<file path="src/rtl/line_pkg.sv">
// Shared definitions for the line fetch engine: local-bus command encodings,
// register map, status bit positions and the fetch FSM state type.
package line_pkg;

  localparam logic [2:0] CMD_IDLE  = 3'b000;
  localparam logic [2:0] CMD_WRITE = 3'b001;
  localparam logic [2:0] CMD_READ  = 3'b010;

  localparam logic [1:0] RESP_DVA  = 2'b01;

  localparam logic [7:0] REG_DATA    = 8'h00;
  localparam logic [7:0] REG_KICK    = 8'h10;
  localparam logic [7:0] REG_END     = 8'h14;
  localparam logic [7:0] REG_ADDR_LO = 8'h20;
  localparam logic [7:0] REG_ADDR_HI = 8'h21;
  localparam logic [7:0] REG_SIZE    = 8'h30;
  localparam logic [7:0] REG_STATUS  = 8'h70;

  localparam int KICK_BUSY_BIT = 0;
  localparam int END_DONE_BIT  = 0;
  localparam int STAT_OVF_BIT  = 5;
  localparam int STAT_UDF_BIT  = 1;

  typedef enum logic [3:0] {
    IDLE, WR_AL, WR_AH, WR_SZ, WR_GO, POLL_KICK, POLL_END, RD_DATA, RD_STAT, ABORT
  } state_t;

  // Full-width product; 31 lines of 1280 bytes still fits in 16 bits.
  function automatic logic [15:0] line_bytes(input logic [4:0] size, input int unsigned bytes_per_line);
    logic [31:0] total;
    total = 32'(size) * bytes_per_line;
    return total[15:0];
  endfunction

endpackage

</file>
<file path="src/rtl/lb_bus_master.sv">
// Local-bus sequencer: carries out one write or one read at a time and
// flags the write acceptance or the read data response.
module lb_bus_master
  import line_pkg::*;
(
  input  logic       readClk,
  input  logic       readRst_n,
  input  logic       req,
  input  logic       req_write,
  input  logic [7:0] req_addr,
  input  logic [7:0] req_data,
  input  logic       flush,
  output logic       ready,
  output logic       wr_done,
  output logic       rd_valid,
  output logic [7:0] rd_data,
  output logic [2:0] lb_MCmd,
  output logic [7:0] lb_MAddr,
  output logic [7:0] lb_MData,
  input  logic       lb_SCmdAccept,
  input  logic [7:0] lb_SData,
  input  logic [1:0] lb_SResp
);

  logic [2:0] cmd_reg;
  logic [7:0] addr_reg;
  logic [7:0] data_reg;
  logic       wait_resp_reg;

  assign ready    = (cmd_reg == CMD_IDLE) && !wait_resp_reg;
  assign wr_done  = (cmd_reg == CMD_WRITE) && lb_SCmdAccept;
  assign rd_valid = wait_resp_reg && (lb_SResp == RESP_DVA);
  assign rd_data  = lb_SData;

  assign lb_MCmd  = cmd_reg;
  assign lb_MAddr = addr_reg;
  assign lb_MData = data_reg;

  always_ff @(posedge readClk or negedge readRst_n) begin
    if (!readRst_n) begin
      cmd_reg       <= CMD_IDLE;
      addr_reg      <= '0;
      data_reg      <= '0;
      wait_resp_reg <= 1'b0;
    end else if (flush) begin
      // A flushed read's response is dropped by forgetting we wait for it.
      cmd_reg       <= CMD_IDLE;
      wait_resp_reg <= 1'b0;
    end else if (req && ready) begin
      cmd_reg  <= req_write ? CMD_WRITE : CMD_READ;
      addr_reg <= req_addr;
      data_reg <= req_write ? req_data : 8'h00;
    end else if (cmd_reg != CMD_IDLE && lb_SCmdAccept) begin
      cmd_reg       <= CMD_IDLE;
      wait_resp_reg <= (cmd_reg == CMD_READ);
    end else if (rd_valid) begin
      wait_resp_reg <= 1'b0;
    end
  end

endmodule

</file>
<file path="src/rtl/line_fetch.sv">
// Line fetch engine: programs the capture block, waits for a frame, streams
// the captured bytes out and reports status. Optional LINE_FETCH_CHECKSUM_EN.
module line_fetch
  import line_pkg::*;
#(
  parameter int BYTES_PER_LINE = 1280
)
(
  input  logic       readClk,
  input  logic       readRst_n,
  input  logic       start,
  input  logic       abort,
  input  logic [8:0] cfg_line_addr,
  input  logic [4:0] cfg_line_size,
  output logic [2:0] lb_MCmd,
  output logic [7:0] lb_MAddr,
  output logic [7:0] lb_MData,
  input  logic       lb_SCmdAccept,
  input  logic [7:0] lb_SData,
  input  logic [1:0] lb_SResp,
  output logic [7:0] out_data,
  output logic       out_valid,
  input  logic       out_ready,
  output logic       out_last,
  output logic       busy,
  output logic       done,
  output logic       error
`ifdef LINE_FETCH_CHECKSUM_EN
  ,
  output logic [15:0] checksum
`endif
);

  state_t      state_reg, state_next;
  logic [8:0]  addr_reg;
  logic [4:0]  size_reg;
  logic [15:0] count_reg;
  logic [7:0]  out_data_reg;
  logic        out_valid_reg, out_last_reg, done_reg, error_reg;

  logic       req, req_write;
  logic [7:0] req_addr, req_data;
  logic       bm_ready, wr_done, rd_valid;
  logic [7:0] rd_data;
  logic       start_take, abort_hit, out_free, can_issue;

  assign start_take = (state_reg == IDLE) && start;
  assign abort_hit  = abort && (state_reg != IDLE) && (state_reg != ABORT);
  assign out_free   = !out_valid_reg || out_ready;
  assign can_issue  = bm_ready && !abort;

  lb_bus_master u_bus (
    .readClk       (readClk),
    .readRst_n     (readRst_n),
    .req           (req),
    .req_write     (req_write),
    .req_addr      (req_addr),
    .req_data      (req_data),
    .flush         (abort_hit),
    .ready         (bm_ready),
    .wr_done       (wr_done),
    .rd_valid      (rd_valid),
    .rd_data       (rd_data),
    .lb_MCmd       (lb_MCmd),
    .lb_MAddr      (lb_MAddr),
    .lb_MData      (lb_MData),
    .lb_SCmdAccept (lb_SCmdAccept),
    .lb_SData      (lb_SData),
    .lb_SResp      (lb_SResp)
  );

  always_ff @(posedge readClk or negedge readRst_n) begin
    if (!readRst_n) state_reg <= IDLE;
    else            state_reg <= state_next;
  end

  always_comb begin
    state_next = state_reg;
    req        = 1'b0;
    req_write  = 1'b0;
    req_addr   = REG_DATA;
    req_data   = 8'h00;
    case (state_reg)
      IDLE: begin
        if (start) state_next = (cfg_line_size == 5'd0) ? IDLE : WR_AL;
      end
      WR_AL: begin
        req = can_issue; req_write = 1'b1; req_addr = REG_ADDR_LO; req_data = addr_reg[7:0];
        if (wr_done) state_next = WR_AH;
      end
      WR_AH: begin
        req = can_issue; req_write = 1'b1; req_addr = REG_ADDR_HI; req_data = {7'b0, addr_reg[8]};
        if (wr_done) state_next = WR_SZ;
      end
      WR_SZ: begin
        req = can_issue; req_write = 1'b1; req_addr = REG_SIZE; req_data = {3'b0, size_reg};
        if (wr_done) state_next = WR_GO;
      end
      WR_GO: begin
        req = can_issue; req_write = 1'b1; req_addr = REG_KICK; req_data = 8'h01;
        if (wr_done) state_next = POLL_KICK;
      end
      POLL_KICK: begin
        req = can_issue; req_addr = REG_KICK;
        if (rd_valid && !rd_data[KICK_BUSY_BIT]) state_next = POLL_END;
      end
      POLL_END: begin
        req = can_issue; req_addr = REG_END;
        if (rd_valid && rd_data[END_DONE_BIT]) state_next = RD_DATA;
      end
      RD_DATA: begin
        req = can_issue && out_free; req_addr = REG_DATA;
        if (rd_valid && count_reg == 16'd1) state_next = RD_STAT;
      end
      RD_STAT: begin
        // Waiting for the last byte to drain keeps the checksum complete at done.
        req = can_issue && out_free; req_addr = REG_STATUS;
        if (rd_valid) state_next = IDLE;
      end
      ABORT: begin
        req = bm_ready; req_write = 1'b1; req_addr = REG_KICK; req_data = 8'h00;
        if (wr_done) state_next = IDLE;
      end
      default: state_next = IDLE;
    endcase
    if (abort_hit) state_next = ABORT;
  end

  always_ff @(posedge readClk or negedge readRst_n) begin
    if (!readRst_n) begin
      addr_reg      <= '0;
      size_reg      <= '0;
      count_reg     <= '0;
      out_data_reg  <= '0;
      out_valid_reg <= 1'b0;
      out_last_reg  <= 1'b0;
      done_reg      <= 1'b0;
      error_reg     <= 1'b0;
    end else begin
      done_reg <= 1'b0;
      if (start_take) begin
        addr_reg  <= cfg_line_addr;
        size_reg  <= cfg_line_size;
        count_reg <= line_bytes(cfg_line_size, BYTES_PER_LINE);
        error_reg <= 1'b0;
        if (cfg_line_size == 5'd0) done_reg <= 1'b1;
      end
      if (abort_hit) begin
        out_valid_reg <= 1'b0;
        out_last_reg  <= 1'b0;
      end else begin
        if (out_valid_reg && out_ready) begin
          out_valid_reg <= 1'b0;
          out_last_reg  <= 1'b0;
        end
        if (state_reg == RD_DATA && rd_valid) begin
          out_data_reg  <= rd_data;
          out_valid_reg <= 1'b1;
          out_last_reg  <= (count_reg == 16'd1);
          count_reg     <= count_reg - 16'd1;
        end
        if (state_reg == RD_STAT && rd_valid) begin
          done_reg <= 1'b1;
          if (rd_data[STAT_OVF_BIT] || rd_data[STAT_UDF_BIT]) error_reg <= 1'b1;
        end
      end
    end
  end

  assign out_data  = out_data_reg;
  assign out_valid = out_valid_reg;
  assign out_last  = out_last_reg;
  assign busy      = (state_reg != IDLE);
  assign done      = done_reg;
  assign error     = error_reg;

`ifdef LINE_FETCH_CHECKSUM_EN
  logic [15:0] checksum_reg;

  always_ff @(posedge readClk or negedge readRst_n) begin
    if (!readRst_n)                    checksum_reg <= '0;
    else if (start_take)               checksum_reg <= '0;
    else if (out_valid_reg && out_ready) checksum_reg <= checksum_reg + {8'h00, out_data_reg};
  end

  assign checksum = checksum_reg;
`endif

endmodule
</file>
<file path="config.mk">
export PLATFORM = sky130hd
export DESIGN_NAME = line_fetch
export DESIGN_NICKNAME = d
export VERILOG_FILES = /design/src/rtl/line_pkg.sv /design/src/rtl/lb_bus_master.sv /design/src/rtl/line_fetch.sv
export SDC_FILE = /design/constraint.sdc
export NUM_CORES = 1
export LEC_CHECK = 0
export CORE_UTILIZATION = 45
export DETAILED_ROUTE_END_ITERATION = 10
export PLACE_DENSITY = 0.7
export SLEW_MARGIN = 20
export SYNTH_ARGS = -nofsm -noshare
export SYNTH_HDL_FRONTEND = slang
export SYNTH_SLANG_ARGS = --single-unit
</file>
<file path="constraint.sdc">
create_clock -name readClk -period 2.1 [get_ports readClk]
set_clock_uncertainty 0.15 [all_clocks]
set_input_delay 0.21 -clock readClk [delete_from_list [all_inputs] [get_ports readClk]]
set_output_delay 0.21 -clock readClk [all_outputs]
set_load 0.05 [all_outputs]
</file>
# Yosys cells after proc, flatten, opt, wreduce, memory -nomap -nowiden
# Cells that the tools add are included.
# totals
in_bits	30
wordCells	121
ff_bits	66
# classes
bitwise	1
reduce_logical	38
mux	42
add_sub_neg	1
eq_ne	25
mul	1
# op_table
operator	count
$mux W16	3
$mux W4	11
$pmux W7 S6	1
$pmux W4 S10	1
$pmux W8 S4	1
$mux W1	19
$eq A16 B1 Y1 const B	1
$eq A4 B3 Y1 const B	4
$logic_and A1 B1 Y1	16
$sub A16 B1 Y16 const B	1
$ne A3 B2 Y1 const B	5
$ne A3 B3 Y1 const B	5
$reduce_bool A3 Y1	4
$reduce_and A10 Y1	1
$mux W3	3
$eq A4 B2 Y1 const B	2
$eq A4 B4 Y1 const B	2
$mul A5 B3 Y8 const B	1
$mux W8	1
$reduce_and A2 Y1	3
$reduce_or A6 Y1	1
$logic_not A5 Y1	1
$reduce_or A5 Y1	1
$eq A4 B1 Y1 const B	1
other kinds (15)	19

# Longest topological paths before layout
# Gate-level depths: netlist (run 1).
# logic_depth
depth_word	8
mapped_depth	8
depth_no_buf	8

# Hierarchy
# Synthesis (run 1) repeated with hierarchy kept, for this count alone.
# unflattened
cells_unflattened	408
area_unflattened_um2	3603.5
# modules_own_cells
mod	seq_area_each_um2	cells_per_inst	area_per_inst_um2	n_inst
line_fetch	1151.1	329	2711.4	1
lb_bus_master	475.5	79	892.1	1

# Worst setup path after synthesis (run 1)
# Ideal clock, no wire load.
# synth_path
kind	reg-to-reg
startpoint	reg count_reg[10]
endpoint	reg state_reg[0]
arrival_ps	1866
period_less_slack_ps	2142
n_path_buf	0
setup_ps	126
slack_ps	-42
stages_incl_launch_ff	6
cell_sequence	dfrtp_1 > or4_4 > and4bb_2 > nor2_2 > or4_1 > o311a_1
# synth_between
elab_chain_cells	4
# synth_rtl
item	line_no	source
start, declared	line_fetch.sv:37	logic [15:0] count_reg;
start signal, assigned	line_fetch.sv:144	count_reg <= line_bytes(cfg_line_size, BYTES_PER_LINE);
start signal, assigned	line_fetch.sv:160	count_reg <= count_reg - 16'd1;
$eq A16 B1 Y1	line_fetch.sv:113	if (rd_valid && count_reg == 16'd1) state_next = RD_STAT;
$logic_and A1 B1 Y1	line_fetch.sv:113	
$ne A3 B3 Y1 (no source line)	--	
$reduce_and A10 Y1 (no source line)	--	
end signal, assigned	line_fetch.sv:74	else state_reg <= state_next;
end, declared	line_fetch.sv:34	state_t state_reg, state_next;
# No other way between the ends.
# A chain may end at the register's enable or synchronous reset.

# Worst setup path in the final report (run 1)
# layout_path
startpoint	reg count_reg[9]
endpoint	reg state_reg[0]
# The elaborated chain is that of the path after synthesis.

==> results of run 1 <==
## power by group
group / switching (µW) / total (µW) / internal [µW]
Clock: 479 / 1180 / 698
Combinational: 1920 / 3510 / 1590
Sequential: 287 / 1860 / 1570
Total: 2690 / 6550 / 3860
## worst paths after layout
kind / slack [ns] / cells after the start / startpoint / endpoint
min in group asynchronous: 0.26 / 3 / readRst_n / u_bus.lb_MAddr[5]
worst max-delay path: -0.02 / 5 / count_reg[9] / state_reg[0]
worst min register to register: 0.33 / 2 / addr_reg[8] / addr_reg[8]
worst max register to register: -0.02 / 5 / count_reg[9] / state_reg[0]
max in group asynchronous: 1.25 / 3 / readRst_n / count_reg[13]
worst min-delay path: 0.24 / 3 / cfg_line_addr[7] / addr_reg[7]
## routing by layer
layer	wire, µm	track usage	up-vias
li1	-	-	1531
met1	4140	0.325	1543
met2	4310	0.385	68
met3	327	0.0509	11
met4	121	0.101	0
met5	0	0	-
## cell type report
class,instances,area share
clock buffer,12,0.0300
inverter,10,0.00777
sequential,62,0.322
timing repair buffer,128,0.240
tap,99,0.0256
clock inverter,4,0.0145
multi-input combinational,279,0.360
## what timing repair did
item                                    in CTS  in global routing
resized for setup                            5                 28
setup buffers                                1                  5
hold buffers                                 1                  0
pin swaps                                    5                  3
endpoints found under the setup margin      16                 35
gates cloned                                 0                  2
hold endpoints to repair                    62                  0
## layout by cell type, fill, tap and decap left out, drive strengths merged, types with 8 or more instances in the layout
cell            n
nand2          99
buf            72
dfrtp          62
clkdlybuf4s50  55
nor2           24
o21ai          23
clkbuf         12
a21oi          11
nand3          11
inv            10
ha              8
## synthesized netlist by cell type (all sizes together) (2+ instances only)
cell type	number	area, µm²
inv	10	37.5
nand3b	3	22.5
a211oi	3	22.5
xor2	6	52.6
nand4b	5	58.8
o211ai	2	15.0
mux2i	5	50.1
o311a	2	20.0
a21o	5	38.8
nor4b	2	23.8
buf	14	77.6
nand3	11	55.1
nor3	6	35.0
o21ai	23	119
and3	2	12.5
o41ai	2	17.5
a22oi	5	37.5
nand2	99	372
or3	6	42.5
o31ai	6	50.1
clkbuf	8	30.0
a21oi	11	55.1
nand2b	4	25.0
nor2b	2	12.5
dfrtp	62	1550
o32ai	2	17.5
nor3b	2	20.0
nor2	24	92.6
nor4	2	18.8
or4	3	26.3
ha	8	100
## kinds of logic after synthesis
group / synth area share
fa+ha+maj: 0.0360
xor+xnor: 0.0184
compound gates: 0.161
flops: 0.465
simple gates: 0.257
other cells: 0.00112
mux: 0.0184
buf+inv: 0.0435
## metrics by stage
step | util | setup TNS, ns
6_report | 0.670 | -0.0224
5_1_grt | 0.670 | -0.158
4_1_cts | 0.649 | -0.0303
3_5_place_dp | 0.614 | -2.90
3_3_place_gp | 0.614 | -2.09
2_1_floorplan | - | 0
## worst max-delay path, stage by stage, from the launching register on
cell	delay (ns)
dfrtp_1	0.37
or4_4	0.56
and4bb_2	0.34
nor2_2	0.05
or4_1	0.40
o311a_1	0.13
==> run metrics, run 1 <==
status=finished with violations; failing checks=negative setup slack; largest net degree at the start of global routing=63; Peak VDD IR=0.000565 V; CTS Root Buffer Type=clkbuf_8; Post-Synthesis Cells=370; relative slew slack=0.655; WL per Instance=15.0 µm; GPL Wtd Cong=0.838; Iter 0 DRT Violations=227; grt ovf=0; number of remaining DRC errors=0; vias in the first global route=3,111; fin crit share=1.01; # rows=31; WHS=0.242 ns; Core ar.=0.00721 mm²; Setup WS post-layout=-0.0224 ns; Netlist cell types=69; chip width=88.1 µm; final setup violation count=1; Ys Warns=0; post-route cell area=0.00483 mm²; DR vias=3,153; Slew @ Worst Pin=0.516 ns; Clock Tree Buf Depth=2; f_max=0.471 GHz; ys flop type=dfrtp_1; Post-synth EDFFs=0; CTS tree=built; Max-Cap Viols=0; RSZ-0062 raised after global routing=yes; # IOs=62; number of antenna violations at the first check in global routing=0; required time worst endpoint=2.18 ns; die area=0.00777 mm²; Final Max Tran Viols=0; Area Growth Syn to Fin=44.7%; Clock Pin Slew Worst Setup and Hold Paths=0.07 ns; final hold vios=0; FFs w/ async S/R, synth=1.00; first-pass GRT wire length=14.4 mm; antenna cells=0; Tot GR Track Use=0.243; WS Path Type=flip-flop to flip-flop; CP startpoint kind=flip-flop; Die Height=88.1 µm; Placed Area=0.00443 mm²; min Tclk post-route=2.12 ns; number of buffers created by CTS=9; Initial Util=0.463; P per Cell Area=1360 mW/mm²; H-tree depth=3; pre-CTS setup slack=-0.424 ns; Critical Path AT=2.20 ns; clock sinks=62; Tightest Hold Check Type=input port to flip-flop; syn_area_per_cell=9.03 µm²; CP endpoint kind=flip-flop; Seq. cell area=0.00156 mm²; clk_lat worst skew=0.34 ns; Seq/Total Area, Yosys=0.465; non-filler cells, final=594; #FFs+latches synth=62; Routed Antenna Nets=0; HPWL after DPL=6.05 mm; port bufs=57; drt first pass iters=6; mapped cell area=0.00334 mm²; LEAKAGE=0.00224 µW; Layout Nets=529; crit path max fanout=4; Fillers=586; multi-input logic area=0.00174 mm²; Inst Count DP=569; share of cells above drive strength 1=0.244; Pwr Total=6550 µW; max reg flops=16; via density per instance=5.31; Total Routed Length=8.90 mm
No activity file was read; power rests on OpenSTA's default activity.
==> run 2, diff against run 1 <==
- CAP_MARGIN: default -> 40
==> results of run 2 <==
Same layout as run 1: the final DEF is identical, and so are final timing and power.
==> run 3, diff against run 2 <==
- CORE_MARGIN: default -> 8
- TNS_END_PERCENT: default -> 100
==> run metrics, run 3 (synthesis results as in run 1) <==
status=finished with violations; failing checks=negative setup slack; CP startpoint kind=flip-flop; Die Height=102 µm; Tightest Hold Check Type=input port to flip-flop; GPL Wtd Cong=0.840; relative slew slack=0.645; Iter 0 DRT Violations=179; Max-Cap Viols=0; vias in the first global route=3,140; Fillers=597; port bufs=57; Core ar.=0.00721 mm²; die area=0.0104 mm²; CP Depth=5; CP endpoint kind=flip-flop; HPWL after DPL=6.67 mm; Area Growth Syn to Fin=43.6%; antenna cells=0; worst hold start=lb_SData[4]; number of remaining DRC errors=0; min Tclk post-route=2.11 ns; Clock Pin Slew Worst Setup and Hold Paths=0.08 ns; WL per Instance=15.6 µm; LEAKAGE=0.00223 µW; Fin Setup TNS=-0.00522 ns; Layout Nets=523; Final Util=0.665; Seq. cell area=0.00156 mm²; WHS=0.241 ns; Clock Tree Buf Depth=2; Slew @ Worst Pin=0.531 ns; CTS tree=built; chip width=102 µm; RSZ-0062 raised after global routing=yes; first-pass GRT wire length=15.0 mm; # IOs=62; max reg flops=16; Critical Path AT=2.18 ns; Routed Antenna Nets=0; Peak VDD IR=0.000689 V; drt first pass iters=4; CP cell instances=or4_4, and4bb_2, nor2_2, or4_1, o311a_1; required time worst endpoint=2.17 ns; # rows=31; final setup violation count=1; Total Routed Length=9.17 mm; Setup WS post-layout=-0.00522 ns; number of buffers created by CTS=9; grt ovf=0; most common cell after layout, fill and taps aside=nand2_1; Initial Util=0.463; Hold Path Stages=3; DR vias=3,134; Crit. Startpoint=count_reg[9]; R2R Path Start=count_reg[9]; Worst path max stage delay=0.56 ns; CTS Root Buffer Type=clkbuf_8; f_max=0.475 GHz; delay-heaviest family, CP=simple AND/OR/NAND/NOR gates; share of cells above drive strength 1=0.233; P per Cell Area=1340 mW/mm²; Final Max Tran Viols=0; Slowest-stage cell, CP=or4_4; H-tree depth=3; Tot GR Track Use=0.182; WS Path Type=flip-flop to flip-flop; crit path max fanout=4; largest net degree at the start of global routing=63; via density per instance=5.33; final hold vios=0; multi-input logic area=0.00176 mm²; number of antenna violations at the first check in global routing=0; worst r2r path cells=5; worst path bufs/invs=0; most frequent cells in the layout=nand2_1 (98), buf_4 (61), dfrtp_1 (58), clkdlybuf4s50_1 (55), nor2_1 (22); clock sinks=62; fin crit share=1.00; clk_lat worst skew=0.34 ns
## run 3: final cells by class
type / instances / share of cell area
multi-input combinational: 279 / 0.367
sequential: 62 / 0.324
timing repair buffer: 122 / 0.230
clock buffer: 12 / 0.0303
tap: 99 / 0.0258
clock inverter: 4 / 0.0146
inverter: 10 / 0.00782
## run 3: repair_timing
item                                    CTS  global route
buffers inserted                          1             3
pin swaps                                 4             5
endpoints found under the setup margin    3            24
resized for setup                         3            22
hold buffers                              1             0
endpoints found under the hold margin    62             0
## run 3: final timing paths
path,end,slack [ns]
max,state_reg[0],-0.005
max reg2reg,state_reg[0],-0.005
min,out_data[4],0.24
min reg2reg,out_data[6],0.33
max in group asynchronous,state_reg[2],1.25
min in group asynchronous,u_bus.lb_MAddr[0],0.27
## run 3: power breakdown
group | leakage (µW) | internal [µW] | switching [µW] | total (µW)
clock | 0.000110 | 698 | 476 | 1170
sequential | 0.000809 | 1570 | 294 | 1870
combinational | 0.00131 | 1510 | 1890 | 3400
total | 0.00223 | 3790 | 2660 | 6440
## run 3: tightest hold or removal path, cell delays in order
cell and delay, ns:
clkdlybuf4s50_1 0.39, nand2_1 0.05, nand2_1 0.04
## run 3: per-layer routing
| layer | track usage | wire length (µm) | part of all wire | vias up |
|---|---|---|---|---|
| met5 | 0 | 0 | 0 | - |
| met4 | 0.0508 | 79 | 0.0086 | 0 |
| met3 | 0.0395 | 528 | 0.058 | 8 |
| met2 | 0.300 | 4630 | 0.51 | 93 |
| met1 | 0.235 | 3930 | 0.43 | 1512 |
| li1 | - | - | - | 1521 |
## run 3: stage by stage
stage                     cell area (µm²)  worst slack (ns)  total power (µW)  cells
after detailed placement             4430            -0.386              4800    567
after floorplan                      3350            0.0327              3760    373
after global routing                 4800           -0.0979              6850    588
final                                4800          -0.00522              6440    588
after global placement               4430            -0.348              4720    567
after CTS                            4680          -0.00886              6010    585
